--- config.mk ---
export PLATFORM = sky130hd
export DESIGN_NAME = fetch_sequencer
export DESIGN_NICKNAME = d
export VERILOG_FILES = /design/src/rtl/fetch_sequencer_pkg.sv /design/src/rtl/fetch_sequencer_prog_mem.sv /design/src/rtl/fetch_sequencer.sv
export SDC_FILE = /design/constraint.sdc
export NUM_CORES = 1
export LEC_CHECK = 0
export CAP_MARGIN = 20
export CORE_MARGIN = 4
export CORE_UTILIZATION = 40
export CTS_BUF_LIST = sky130_fd_sc_hd__clkbuf_16
export CTS_CLUSTER_DIAMETER = 40
export DETAILED_ROUTE_END_ITERATION = 12
export SLEW_MARGIN = 20
export SYNTH_ARGS = -nofsm -noshare
export SYNTH_HDL_FRONTEND = slang
export SYNTH_SLANG_ARGS = --single-unit
--- constraint.sdc ---
create_clock -name clk -period 2.3 [get_ports clk]
set_input_delay 0.46 -clock clk [delete_from_list [all_inputs] [get_ports clk]]
set_output_delay 0.46 -clock clk [all_outputs]
set_load 0.005 [all_outputs]
--- src/rtl/fetch_sequencer_pkg.sv ---
// Shared definitions for the fetch sequencer slice.
//
// Contents:
//   ADDR_W / DEPTH / INSTR_W  - geometry of the program memory and instruction word
//   OP_*                      - opcode constants (upper nibble of an instruction)
//   state_t                   - sequencer FSM state encoding
//   is_jump_taken()           - branch resolution for the control-flow opcodes
package fetch_sequencer_pkg;

    localparam int ADDR_W  = 4;
    localparam int DEPTH   = 1 << ADDR_W;
    localparam int INSTR_W = 8;

    localparam logic [3:0] OP_NOP   = 4'h0;
    localparam logic [3:0] OP_JMP   = 4'h1;
    localparam logic [3:0] OP_JZ    = 4'h2;
    localparam logic [3:0] OP_JNZ   = 4'h3;
    localparam logic [3:0] OP_DP_LO = 4'h4;
    localparam logic [3:0] OP_DP_HI = 4'hE;
    localparam logic [3:0] OP_HALT  = 4'hF;

    typedef enum logic [2:0] {
        ST_IDLE    = 3'd0,
        ST_FETCH   = 3'd1,
        ST_DECODE  = 3'd2,
        ST_EXECUTE = 3'd3,
        ST_HALT    = 3'd4
    } state_t;

    // JMP is unconditional; JZ/JNZ look at the datapath zero flag.
    // Everything else simply falls through to the next address.
    function automatic logic is_jump_taken(input logic [3:0] opcode, input logic zero);
        logic taken;
        case (opcode)
            OP_JMP:  taken = 1'b1;
            OP_JZ:   taken = zero;
            OP_JNZ:  taken = ~zero;
            default: taken = 1'b0;
        endcase
        return taken;
    endfunction

endpackage

--- src/rtl/fetch_sequencer_prog_mem.sv ---
// Program memory for the fetch sequencer: DEPTH x INSTR_W words.
//
// Ports:
//   clk      - rising-edge clock
//   wr_en    - write strobe (already qualified with program mode by the caller)
//   wr_addr  - write address
//   wr_data  - write data
//   rd_en    - load the read register from rd_addr on this edge
//   rd_addr  - read address
//   rd_data  - registered read data; holds its value while rd_en is low
//
// There is deliberately no reset: the contents and the read register must
// survive a sequencer reset.
module prog_mem
    import fetch_sequencer_pkg::*;
(
    input  logic               clk,
    input  logic               wr_en,
    input  logic [ADDR_W-1:0]  wr_addr,
    input  logic [INSTR_W-1:0] wr_data,
    input  logic               rd_en,
    input  logic [ADDR_W-1:0]  rd_addr,
    output logic [INSTR_W-1:0] rd_data
);

    logic [INSTR_W-1:0] mem [DEPTH];

    // Synchronous write port plus a read register that only updates when
    // the sequencer fetches, so the word stays stable through decode and
    // execute.
    always_ff @(posedge clk) begin
        if (wr_en) begin
            mem[wr_addr] <= wr_data;
        end
        if (rd_en) begin
            rd_data <= mem[rd_addr];
        end
    end

endmodule

--- src/rtl/fetch_sequencer.sv ---
// Fetch/decode/execute control stage sitting beside a 4-bit program counter.
//
// Ports:
//   clk        - rising-edge clock
//   reset_n    - asynchronous active-low reset
//   prgm       - program mode: memory writable, sequencing suspended
//   prg_addr   - program-mode write address (also steers the counter)
//   prg_data   - program-mode write data
//   prg_wr     - memory write strobe, honoured only while prgm=1
//   run        - level, 1 = execute the program
//   pc_count   - current program counter value
//   zero       - datapath zero flag for conditional jumps
//   pc_en      - increment request to the program counter
//   pc_we      - load request to the program counter
//   pc_target  - load value for the program counter
//   ir         - instruction register
//   opcode     - ir[7:4]
//   operand    - ir[3:0]
//   exec       - one-cycle strobe telling the datapath to perform opcode
//   busy       - FSM is in FETCH, DECODE or EXECUTE
//   halted     - FSM is in HALT
module fetch_sequencer
    import fetch_sequencer_pkg::*;
(
    input  logic               clk,
    input  logic               reset_n,
    input  logic               prgm,
    input  logic [ADDR_W-1:0]  prg_addr,
    input  logic [INSTR_W-1:0] prg_data,
    input  logic               prg_wr,
    input  logic               run,
    input  logic [ADDR_W-1:0]  pc_count,
    input  logic               zero,
    output logic               pc_en,
    output logic               pc_we,
    output logic [ADDR_W-1:0]  pc_target,
    output logic [INSTR_W-1:0] ir,
    output logic [3:0]         opcode,
    output logic [3:0]         operand,
    output logic               exec,
    output logic               busy,
    output logic               halted
);

    state_t             state;
    state_t             state_next;
    logic               jump_taken;
    logic               ir_valid;
    logic               fetch_now;
    logic [INSTR_W-1:0] mem_q;

    // An aborted fetch (program mode) must not load the instruction register.
    assign fetch_now = (state == ST_FETCH) && !prgm;

    prog_mem u_prog_mem (
        .clk     (clk),
        .wr_en   (prgm && prg_wr),
        .wr_addr (prg_addr),
        .wr_data (prg_data),
        .rd_en   (fetch_now),
        .rd_addr (pc_count),
        .rd_data (mem_q)
    );

    // The memory read register has no reset, so the visible IR is masked to
    // zero until the first fetch after reset. Reset clears the mask
    // asynchronously, which makes IR drop to zero immediately.
    assign ir      = ir_valid ? mem_q : '0;
    assign opcode  = ir[7:4];
    assign operand = ir[3:0];

    // State register.
    always_ff @(posedge clk or negedge reset_n) begin
        if (!reset_n) begin
            state <= ST_IDLE;
        end else begin
            state <= state_next;
        end
    end

    // Branch decision is captured in DECODE so that EXECUTE drives the
    // counter from registered state only. ir_valid marks that the read
    // register holds a real instruction.
    always_ff @(posedge clk or negedge reset_n) begin
        if (!reset_n) begin
            jump_taken <= 1'b0;
            ir_valid   <= 1'b0;
        end else begin
            if (state == ST_DECODE) begin
                jump_taken <= is_jump_taken(opcode, zero);
            end
            if (fetch_now) begin
                ir_valid <= 1'b1;
            end
        end
    end

    // Next-state logic. Program mode wins over everything and parks the
    // FSM in IDLE, abandoning whatever instruction was in flight.
    always_comb begin
        state_next = state;
        if (prgm) begin
            state_next = ST_IDLE;
        end else begin
            case (state)
                ST_IDLE:    if (run) state_next = ST_FETCH;
                ST_FETCH:   state_next = ST_DECODE;
                ST_DECODE:  state_next = (opcode == OP_HALT) ? ST_HALT : ST_EXECUTE;
                ST_EXECUTE: state_next = run ? ST_FETCH : ST_IDLE;
                ST_HALT:    if (!run) state_next = ST_IDLE;
                default:    state_next = ST_IDLE;
            endcase
        end
    end

    // Output decode. Everything is Moore except the program-mode override,
    // which makes the counter follow prg_addr combinationally. pc_en is
    // suppressed under that override so increment and load never coincide.
    always_comb begin
        exec      = (state == ST_EXECUTE);
        busy      = (state == ST_FETCH) || (state == ST_DECODE) || (state == ST_EXECUTE);
        halted    = (state == ST_HALT);
        pc_en     = 1'b0;
        pc_we     = 1'b0;
        pc_target = '0;
        if (prgm) begin
            pc_we     = 1'b1;
            pc_target = prg_addr;
        end else if (state == ST_EXECUTE) begin
            if (jump_taken) begin
                pc_we     = 1'b1;
                pc_target = operand;
            end else begin
                pc_en = 1'b1;
            end
        end
    end

endmodule

; Word-level counts from Yosys, hierarchy flattened
; Memory sizes are Yosys's and may differ from the RTL's. A register that Yosys moved wholly into a read port is not among the register bits.
; Index checks and enable logic that the tools add are counted.
[totals]
output_inout_bits = 25
inputBits = 22
register_bits = 5
mem_count = 1
ramBits = 128
[op_classes]
bitwise = 1
n_mux = 19
n_eq_ne = 10
n_reduce_logical = 7
[memory_table]
columns = name, words, width, read_ports, rd_ports_with_merged_regs, write_ports, line
row1 = u_prog_mem.mem, 16, 8, 1, 1, 1, fetch_sequencer_prog_mem.sv:26  ; logic [INSTR_W-1:0] mem [DEPTH];
[ops]
columns = operator, count
row1 = 3-bit one-hot mux with 5 select lines, 1
row2 = 3-bit two-way mux, 4
row3 = 4-bit two-way mux, 3
row4 = 1-bit two-way mux, 9
row5 = "4-bit by 2-bit equality test with 1-bit output, second input constant", 2
row6 = 8-bit two-way mux, 1
row7 = "3-bit by 2-bit equality test with 1-bit output, second input constant", 2
row8 = "3-bit inequality test, second input constant", 2
row9 = "4-bit by 1-bit equality test with 1-bit output, second input constant", 1
row10 = "4-bit equality test, second input constant", 1
row11 = "3-bit by 1-bit equality test with 1-bit output, second input constant", 1
row12 = "3-bit equality test, second input constant", 1
row13 = 3-bit logical NOT, 1
row14 = 1-bit one-hot mux with 3 select lines, 1
row15 = 1-bit logical AND, 2
row16 = 1-bit logical OR, 2
row17 = 2-bit AND reduction, 1
row18 = 1-bit logical NOT, 1
row19 = 1-bit NOT, 1

; Logic depth before layout (Yosys ltp)
; Gate-level depths: netlist (run 1).
[logic_depth]
ltp_word = 5
ltp_mapped = 5
mapped_depth_nobuf = 4

; By module
; A second synthesis (run 1) with hierarchy kept.
[unflattened]
hier_cells = 295
hier_area_um2 = 5703.0
[modules_own_cells]
columns = mod, area_per_inst_um2, seq_area_each_um2, cells_each, instances
row1 = prog_mem, 5227.5, 4083.9, 229, 1
row2 = fetch_sequencer, 475.5, 125.1, 66, 1

; Worst setup path before layout (run 1)
; No wires, ideal clock.
[synth_timing]
path_type = input-to-reg
start = input prgm
end = memory u_prog_mem.mem[4][0] (enable)
path_slack_ns = 0.187
path_buffers = 2
t_required_ns = 1.917
arrival_time_ns = 1.729
path_stages = 4
path_cell_list = clkbuf_1 > clkbuf_1 > nand3_1 > nor3_1
[synth_between]
elab_chain_len = 3
[synth_lines]
columns = element, line
row1 = from (decl), fetch_sequencer.sv:27  ; input logic prgm,
row2 = 1-bit logical AND, fetch_sequencer.sv:57  ; .wr_en (prgm && prg_wr),
row3 = 1-bit two-way mux, fetch_sequencer_prog_mem.sv:32  ; if (wr_en) begin
row4 = 1-bit two-way mux (implied by the code), fetch_sequencer_prog_mem.sv:33  ; mem[wr_addr] <= wr_data;
row5 = to (decl), fetch_sequencer_prog_mem.sv:26
; No other way between the ends.

; Final worst setup path (run 1)
[layout_timing]
start = register state[2]
end = output pc_en
[layout_between]
elab_chain_len = 3
[layout_lines]
columns = element, line
row1 = from (decl), fetch_sequencer.sv:45  ; state_t state;
row2 = from (signal assigned), fetch_sequencer.sv:77  ; state <= state_next;
row3 = 3-bit by 2-bit equality test with 1-bit output, fetch_sequencer.sv:129  ; end else if (state == ST_EXECUTE) begin
row4 = 1-bit two-way mux, fetch_sequencer.sv:129
row5 = 1-bit two-way mux, fetch_sequencer.sv:126  ; if (prgm) begin
row6 = to (decl), fetch_sequencer.sv:34  ; output logic pc_en,
; No other way between the ends.

==> impl_metrics.ini, run 1 <==
[outcome]
status = complete, no violations

[clock_network]
insertion_delay_ps = 400
htree_levels = 4
ctsHoldBuffers = 0
tritoncts = yes
clockBufferDepth = 2
clkTransAtPathRegs_ps = 60
cts_buffers = 17
clkSinkCount = 141
clockRootBuffer = clkbuf_16

[timing]
clock-skew-final_ps = 5.04
worst_slew_pin_slew_ps = 684
drv_slew = 0
rsz0062_at_grt = no
maxSlewHeadroom_pct = 54.3
fin_crit_ps = 2190
finalCritPeriodShare_pct = 95.2
final_hold_viol_count = 0
setup_violations = 0
fmax_mhz = 457

[power_and_ir_drop]
intPower_uw = 5170
power_uw = 6330
power_frac_comb_pct = 5.7
power_switching_uw = 1160
pwr-share-clk_pct = 48.7
switching_share_pct = 18.4
p_per_area_nw_per_um2 = 884
p_leak_uw = 0.00249
p_seq_share_pct = 45.6
ir_drop_mv = 0.501

[logic_synthesis]
synth_top_cell_by_area = edfxtp_1
synth_top_area_share_pct = 71.7
yosysSeqAreaShare_pct = 73.9
synth_warnings = 0
synthDistinctLibCells = 29
syn_nets = 316
syn_avg_cell_area_um2 = 19.4
netlist_top_cells_area = edfxtp_1, mux4_2, mux4_1
ys_async_sr_fraction_pct = 3.55
synth_edf_count = 136
ys_ff_latch = 141
synthCells = 294
syn-cell-area_um2 = 5690
synth_flop_cell = edfxtp_1

[layout]
postLayoutCoreUtil_pct = 51.4
drive_gt1_share_pct = 21.8
diodes = 0
fillerInstances = 1088
layout.nets = 390
final_cell_mix = edfxtp_1, clkdlybuf4s50_1, buf_4
area_growth_syn_to_layout_pct = 25.8
final_common_cell = edfxtp_1
layout.cells.non_filler = 561

[setup_path]
startpoint = state[2]$_DFFE_PN0P_
setup.worst_path.end_class = primary output
cp_data_arrival_time_ps = 1730
critPathKind = reg2out
crit_path_max_fanout = 3
critPathLaunchType = register
r2r_start = u_prog_mem.mem[5][2]$_DFFE_PP_
crit_required_ps = 1840

[routing]
vias_per_cell = 5.12
drc = 0
dr_total_vias = 2872
antenna_left = 0
totalWireLength_um = 11400
wl_per_cell_um = 20.3
first_iter_violations = 207
drt_pass1_iterations = 4

[flow_run]
cap_viol_max_count = 0

[global_route]
grt_start_max_net_pins = 23
gr-total-overflow = 0
grt_usage_pct = 15.0
antenna_found_initial = 0
grt_pass1_vias = 2994
grt_pass1_wl_um = 17700

[die]
dieArea_um2 = 16200
chipHeight_um = 127
core-area_um2 = 13900
io_pins = 47
rows = 43
die_w_um = 127
start_util_pct = 40.9

[placed_design]
hpwlAfterDp_um = 7520
dpl.cell_count = 526
io_buffer_count = 46
place_congestion = 0.912

[hold_path]
holdCritPathClass = in2async
[flip-flops by register name (all words and copies together), names as in the netlist]
signal,cells
u_prog_mem.mem,128
u_prog_mem.rd_data,8
state,3
ir_valid,1
jump_taken,1
[cells by family (layout without fill, tap and decap cells)]
| group | Yosys count | after routing | share of synthesized area [%] |
|---|---|---|---|
| flip-flops | 141 | 141 | 73.9 |
| AND/OR/NAND/NOR | 69 | 69 | 6.00 |
| multiplexers | 32 | 32 | 13.6 |
| AO/OA/AOI/OAI | 27 | 27 | 3.38 |
| buffers and inverters | 24 | 111 | 2.97 |
| XOR/XNOR | 1 | 1 | 0.154 |
[final cells by class]
type / instances / area (um2) / share of cell area, %
clock buffer: 17 / 425 / 5.94
clock inverter: 15 / 253 / 3.53
inverter: 3 / 11.3 / 0.157
multi-input combinational: 129 / 1330 / 18.5
sequential: 141 / 4210 / 58.8
tap: 180 / 225 / 3.14
timing repair buffer: 76 / 708 / 9.89
[power by group through the flow]
stage	combinational, uW	clock, uW	sequential [uW]
6_report	361	3080	2890
5_1_grt	395	3270	2890
4_1_cts	369	3130	2890
3_5_place_dp	368	0	2940
3_3_place_gp	362	0	2940
2_1_floorplan	188	0	2930
[worst max-delay path, stage by stage (launching register included)]
cell,delay [ps]
dfrtp_2,410
nand3b_1,220
nor3_1,170
clkdlybuf4s50_1,530
[routing by layer]
layer,vias to the layer above,global-route usage (%),part of all wire (%)
met1,1420,20.2,42
met2,95,23.9,49
met4,0,6.31,2.0
met5,-,0,0
li1,1343,-,-
met3,14,3.26,7.0
[what timing repair did]
| item | CTS | global route |
|---|---|---|
| pin swaps | 0 | 2 |
| buffers inserted | 3 | 0 |
| setup endpoints to repair | 6 | 3 |
| resized for setup | 7 | 6 |
[final timing paths]
check	cells after the start	slack, ps	end
setup / recovery	3	110	pc_en
hold / removal	1	300	state[1]$_DFFE_PN0P_
setup reg to reg	3	740	u_prog_mem.rd_data[2]$_DFFE_PP_
hold reg to reg	1	530	state[2]$_DFFE_PN0P_
max in group asynchronous	1	1760	ir_valid$_DFFE_PN0P_
min in group clk	1	530	state[2]$_DFFE_PN0P_
[Yosys cell counts (4+ instances only)]
master and number:
nor2b_1 4, dfrtp_1 5, mux4_1 14, buf_4 9, mux4_2 18, nor3_1 7, a21oi_1 4, nand2_1 16
and2_1 9, a22oi_1 16, edfxtp_1 136, nor2_1 17, nand2b_1 7
[metrics by stage]
step	cell area (um2)	setup TNS, ps	hold slack [ps]	setup slack, ps
final	7160	0	299	111
after global routing	7160	0	303	48.3
after CTS	7150	0	296	14.2
after detailed placement	6440	-757	566	-130
after global placement	6440	-187	546	-60.8
after floorplan	5690	0	164	187
No activity file was read; power rests on OpenSTA's default activity.
==> inputs of run 2 (changes only) <==
--- a/config.mk
+++ b/config.mk
@@ -6,6 +6,7 @@
 export NUM_CORES = 1
 export LEC_CHECK = 0
 export CAP_MARGIN = 20
+export CORE_ASPECT_RATIO = 0.8
 export CORE_MARGIN = 4
 export CORE_UTILIZATION = 40
 export CTS_BUF_LIST = sky130_fd_sc_hd__clkbuf_16
==> run 2 against run 1 <==
Compared with the run above:
- final area down 0.49%
- routed wire length up 0.74%
- global-route usage down 0.077 points
- hold slack worse by 23 ps
- register-to-register slack better by 30 ps
- die area about the same
- critical path depth up 2
- utilization up 0.47 points
- combinational power about the same
- critical path type unchanged
==> impl_metrics.ini, run 2 (synthesis gave the netlist of run 1 again) <==
[setup_path]
r2r_cells = 3
slowest_delay_ps = 440
setup.worst_path.end_class = primary output
crit_family = buffers and inverters
rrSetupSlack_ps = 770
cp_data_arrival_time_ps = 1770
critPathLaunchType = register
r2r_start = u_prog_mem.mem[1][4]$_DFFE_PP_
cp.buffers_inverters = 3
r2r_end = u_prog_mem.rd_data[4]$_DFFE_PP_
crit_path_max_fanout = 7
slowest_stage = dfrtp_2
path_cells = nand3b_1 -> inv_2 -> a21oi_4 -> inv_1 -> clkdlybuf4s50_1
critPathKind = reg2out
crit_required_ps = 1840

[die]
dieArea_um2 = 16200
die_w_um = 141
rows = 38
io_pins = 47
chipHeight_um = 115
core-area_um2 = 13700
start_util_pct = 41.4

[timing]
maxSlewHeadroom_pct = 48.2
drv_slew = 0
fmax_mhz = 449
finalCritPeriodShare_pct = 96.8
fin_crit_ps = 2230
finalWorstSetupSlack_ps = 73.8
worst_slew_pin_slew_ps = 776
final_hold_viol_count = 0
clock-skew-final_ps = 3.80
setup_tns_ps = 0
setup_violations = 0
fin_hold_ws_ps = 276

[global_route]
gr-total-overflow = 0
grt_start_max_net_pins = 33
grt_pass1_vias = 3002
grt_usage_pct = 15.0
antenna_found_initial = 0
grt_pass1_wl_um = 17600

[layout]
largest_register_ffs = 128
reg_top3 = u_prog_mem.mem (128), u_prog_mem.rd_data (8), state (3)
regMostFlops = u_prog_mem.mem
final_common_cell = edfxtp_1
area_growth_syn_to_layout_pct = 25.2
layout.nets = 391
diodes = 0
final_cell_mix = edfxtp_1, clkdlybuf4s50_1, buf_4
layout.cells.non_filler = 561
drive_gt1_share_pct = 23.4

[clock_network]
tritoncts = yes
htree_levels = 4
insertion_delay_ps = 410
clockRootBuffer = clkbuf_16
clkSinkCount = 141
cts_buffers = 17
clockBufferDepth = 2
clkTransAtPathRegs_ps = 60

[routing]
drc = 0
antenna_left = 0
totalWireLength_um = 11500
drt_pass1_iterations = 4
wl_per_cell_um = 20.4
dr_total_vias = 2937
vias_per_cell = 5.24
first_iter_violations = 213

[placed_design]
dpl.cell_count = 526
io_buffer_count = 46
hpwlAfterDp_um = 7430
place_congestion = 0.763
dp_slack_ps = -6.36

[flow_run]
cap_viol_max_count = 0

[power_and_ir_drop]
p_leak_uw = 0.00246
power_uw = 6150
ir_drop_mv = 0.712
p_per_area_nw_per_um2 = 863

[hold_path]
holdCritPathClass = in2async

[outcome]
status = complete, no violations
## run 2: changes by cell type in the layout (fill, tap and decap cells not counted), sizes merged
cell           change
clkinv             -5
clkdlybuf4s50      +2
inv                +5
buf                +1
clkinvlp           +2
bufinv             -3
dlymetal6s2s       -1
dlygate4sd2        -1
## run 2: how the worst max path moves through the flow
stage                               startpoint                        endpoint  slack, ps  depth (start not counted)
after floorplan                           prgm  u_prog_mem.mem[4][0]$_DFFE_PP_        190                          4
after global placement                    prgm                    pc_target[3]         20                          5
after detailed placement                  prgm                    pc_target[3]         -6                          5
after CTS                 state[2]$_DFFE_PN0P_                            exec         20                          5
after global routing      state[0]$_DFFE_PN0P_                           pc_we         -5                          5
final                     state[0]$_DFFE_PN0P_                           pc_we         70                          5
## run 2: power by group
group	internal, uW	leakage [uW]	switching [uW]
Clock	1830	0.000302	1070
Sequential	2870	0.00128	21.4
Combinational	182	0.000870	180
Total	4880	0.00246	1270
## run 2: layout make-up
| cell class | count | area, um2 |
|---|---|---|
| Inverter | 3 | 11.3 |
| Fill cell | 1101 | 6610 |
| Multi-Input combinational cell | 129 | 1330 |
| Clock inverter | 14 | 205 |
| Sequential cell | 141 | 4210 |
| Timing Repair Buffer | 77 | 718 |
| Clock buffer | 17 | 425 |
| Tap cell | 180 | 225 |
## run 2: worst register-to-register path, cell delays in order (launching register included)
cell and delay (ps):
edfxtp_1 360, mux4_1 500, a22oi_1 250, nand2_1 150
## run 2: routing by layer
layer / track usage (%) / part of all wire [%] / up-vias
li1: - / - / 1342
met1: 20.8 / 45 / 1480
met2: 23.0 / 45 / 105
met3: 4.22 / 8.8 / 10
met4: 4.99 / 0.96 / 0
met5: 0 / 0 / -
## run 2: stage by stage
stage	util [%]	instance area (um2)
6_report	51.9	7130
5_1_grt	51.9	7130
4_1_cts	51.7	7110
3_5_place_dp	46.9	6440
3_3_place_gp	46.9	6440
2_1_floorplan	-	5690
## run 2: timing repair
item | CTS | global route
setup endpoints to repair | 5 | 3
buffers inserted | 3 | 1
gates resized for setup | 8 | 6
pin swaps | 0 | 2
hold buffers | 0 | 0
==> inputs of run 3 (changes only) <==
==> constraint.sdc (replaced) <==
create_clock -name clk -period 2.5 [get_ports clk]
set_input_delay 0.5 -clock clk [delete_from_list [all_inputs] [get_ports clk]]
set_output_delay 0.5 -clock clk [all_outputs]
set_load 0.005 [all_outputs]
==> run 3 against run 2 <==
Compared with the run above:
- hold slack better by 38 ps
- final area up 0.28%
- sequential power down 8.3%
- first-iteration DRC count up 20%
- worst setup slack better by 18 ps
- routed wire length up 0.74%
- largest cell class unchanged
- power down 5.5%
- critical path depth unchanged
- largest power group unchanged
- clock skew up 7.9 ps
==> impl_metrics.ini, run 3 (synthesis gave the netlist of run 1 again) <==
[layout]
largest_register_ffs = 128
reg_top3 = u_prog_mem.mem (128), u_prog_mem.rd_data (8), state (3)
area_growth_syn_to_layout_pct = 25.5
postLayoutCoreUtil_pct = 52.0
multiInputGateArea_um2 = 1320
seq_area_um2 = 4210
drive_gt1_share_pct = 21.4
diodes = 0
final_cell_mix = edfxtp_1, clkdlybuf4s50_1, buf_4
regMostFlops = u_prog_mem.mem
fillerInstances = 1114
finalInstanceArea_um2 = 7150
layout.nets = 389
final_common_cell = edfxtp_1

[clock_network]
clockRootBuffer = clkbuf_16
clkSinkCount = 141
ctsHoldBuffers = 0
tritoncts = yes
clkTransAtPathRegs_ps = 60
insertion_delay_ps = 420
htree_levels = 4
cts_buffers = 17
clockBufferDepth = 2

[power_and_ir_drop]
p_leak_uw = 0.00245
power_uw = 5810
ir_drop_mv = 0.491
p_per_area_nw_per_um2 = 813

[global_route]
grt_usage_pct = 15.3
grt_start_max_net_pins = 33
grt_pass1_vias = 3002
gr-total-overflow = 0
grt_pass1_wl_um = 17900
antenna_found_initial = 0

[setup_path]
critPathLaunchType = register
crit_path_max_fanout = 5
path_cells = nand3b_1 -> inv_1 -> a21oi_2 -> a21oi_1 -> clkdlybuf4s50_1
cp.buffers_inverters = 2
crit_family = buffers and inverters
slowest_stage = clkdlybuf4s50_1
crit_required_ps = 2000
slowest_delay_ps = 520
cp_data_arrival_time_ps = 1910
setup.worst_path.end_class = primary output
critPathKind = reg2out

[die]
io_pins = 47
chipHeight_um = 115
start_util_pct = 41.4
die_w_um = 141
core-area_um2 = 13700
dieArea_um2 = 16200
rows = 38

[routing]
totalWireLength_um = 11500
drc = 0
vias_per_cell = 5.29
antenna_left = 0
drt_pass1_iterations = 4
first_iter_violations = 255
dr_total_vias = 2955
wl_per_cell_um = 20.7

[timing]
setup_violations = 0
fin_crit_ps = 2410
fmax_mhz = 415
clock-skew-final_ps = 11.7
worst_slew_pin_slew_ps = 605
drv_slew = 0
maxSlewHeadroom_pct = 59.5
finalWorstSetupSlack_ps = 91.3
setup_tns_ps = 0
final_hold_viol_count = 0
finalCritPeriodShare_pct = 96.3

[hold_path]
holdCritPathClass = in2async

[placed_design]
io_buffer_count = 46
place_area_um2 = 6450
dp_slack_ps = -3.14
place_congestion = 0.776
hpwlAfterDp_um = 7430

[flow_run]
cap_viol_max_count = 0

[outcome]
status = complete, no violations
[run 3: cell count changes in the layout (fill, tap and decap cells not counted), moves of 2 or more]
cell / previous run / this run
inv_6: 7 / 1
clkinv_4: 1 / 5
clkdlybuf4s50_1: 40 / 43
dfrtp_1: 1 / 4
dfrtp_2: 4 / 1
buf_4: 28 / 26
bufinv_16: 4 / 6
dlygate4sd2_1: 3 / 1
inv_1: 2 / 4
[run 3: repair_timing]
item                                    CTS  global route
endpoints found under the setup margin    3             4
setup buffers                             0             3
pin swaps                                 0             0
resized for setup                         2             2
endpoints found under the hold margin     0             0
[run 3: layer usage]
metal	vias to the layer above	GRT usage (%)	share of wire, %
met3	17	4.26	6.0
met5	-	0	0
met2	84	23.0	46
met4	0	5.43	1.4
li1	1335	-	-
met1	1519	21.6	46
[run 3: metrics by stage]
stage / instances / hold slack (ps)
detailed placement: 525 / 553
CTS: 556 / 304
global placement: 525 / 548
finish: 559 / 314
global route: 559 / 312
floorplan: 294 / 204
[run 3: final cells by class]
class                      instances  share of cell area [%]
sequential                       141                    58.9
multi-input combinational        129                    18.5
timing repair buffer              75                    9.96
clock buffer                      17                    5.95
clock inverter                    14                    3.41
tap                              180                    3.15
inverter                           3                   0.158
[run 3: path summary, 6_finish.rpt]
| kind | from | to | slack, ps | depth (start not counted) |
|---|---|---|---|---|
| max | state[2]$_DFFE_PN0P_ | pc_target[0] | 90 | 5 |
| min | reset_n | state[0]$_DFFE_PN0P_ | 310 | 1 |
| max reg2reg | u_prog_mem.mem[1][5]$_DFFE_PP_ | u_prog_mem.rd_data[5]$_DFFE_PP_ | 940 | 3 |
| min reg2reg | u_prog_mem.rd_data[7]$_DFFE_PP_ | jump_taken$_DFFE_PN0N_ | 560 | 3 |
| max in group asynchronous | reset_n | state[2]$_DFFE_PN0P_ | 1970 | 1 |
| min in group clk | u_prog_mem.rd_data[7]$_DFFE_PP_ | jump_taken$_DFFE_PN0N_ | 560 | 3 |
[run 3: power breakdown]
group	leakage [uW]	switching, uW	internal (uW)	total, uW
logic	0.000835	163	168	331
registers	0.00129	19.1	2640	2650
clock network	0.000325	957	1870	2830
total	0.00245	1140	4670	5810
[run 3: worst reg2reg max path, delay by kind of cell, from the launching register on]
| family | cells | cell delay (ps) |
|---|---|---|
| flip-flops | 1 | 360 |
| multiplexers | 1 | 510 |
| AND/OR/NAND/NOR | 1 | 140 |
| AO/OA/AOI/OAI | 1 | 270 |
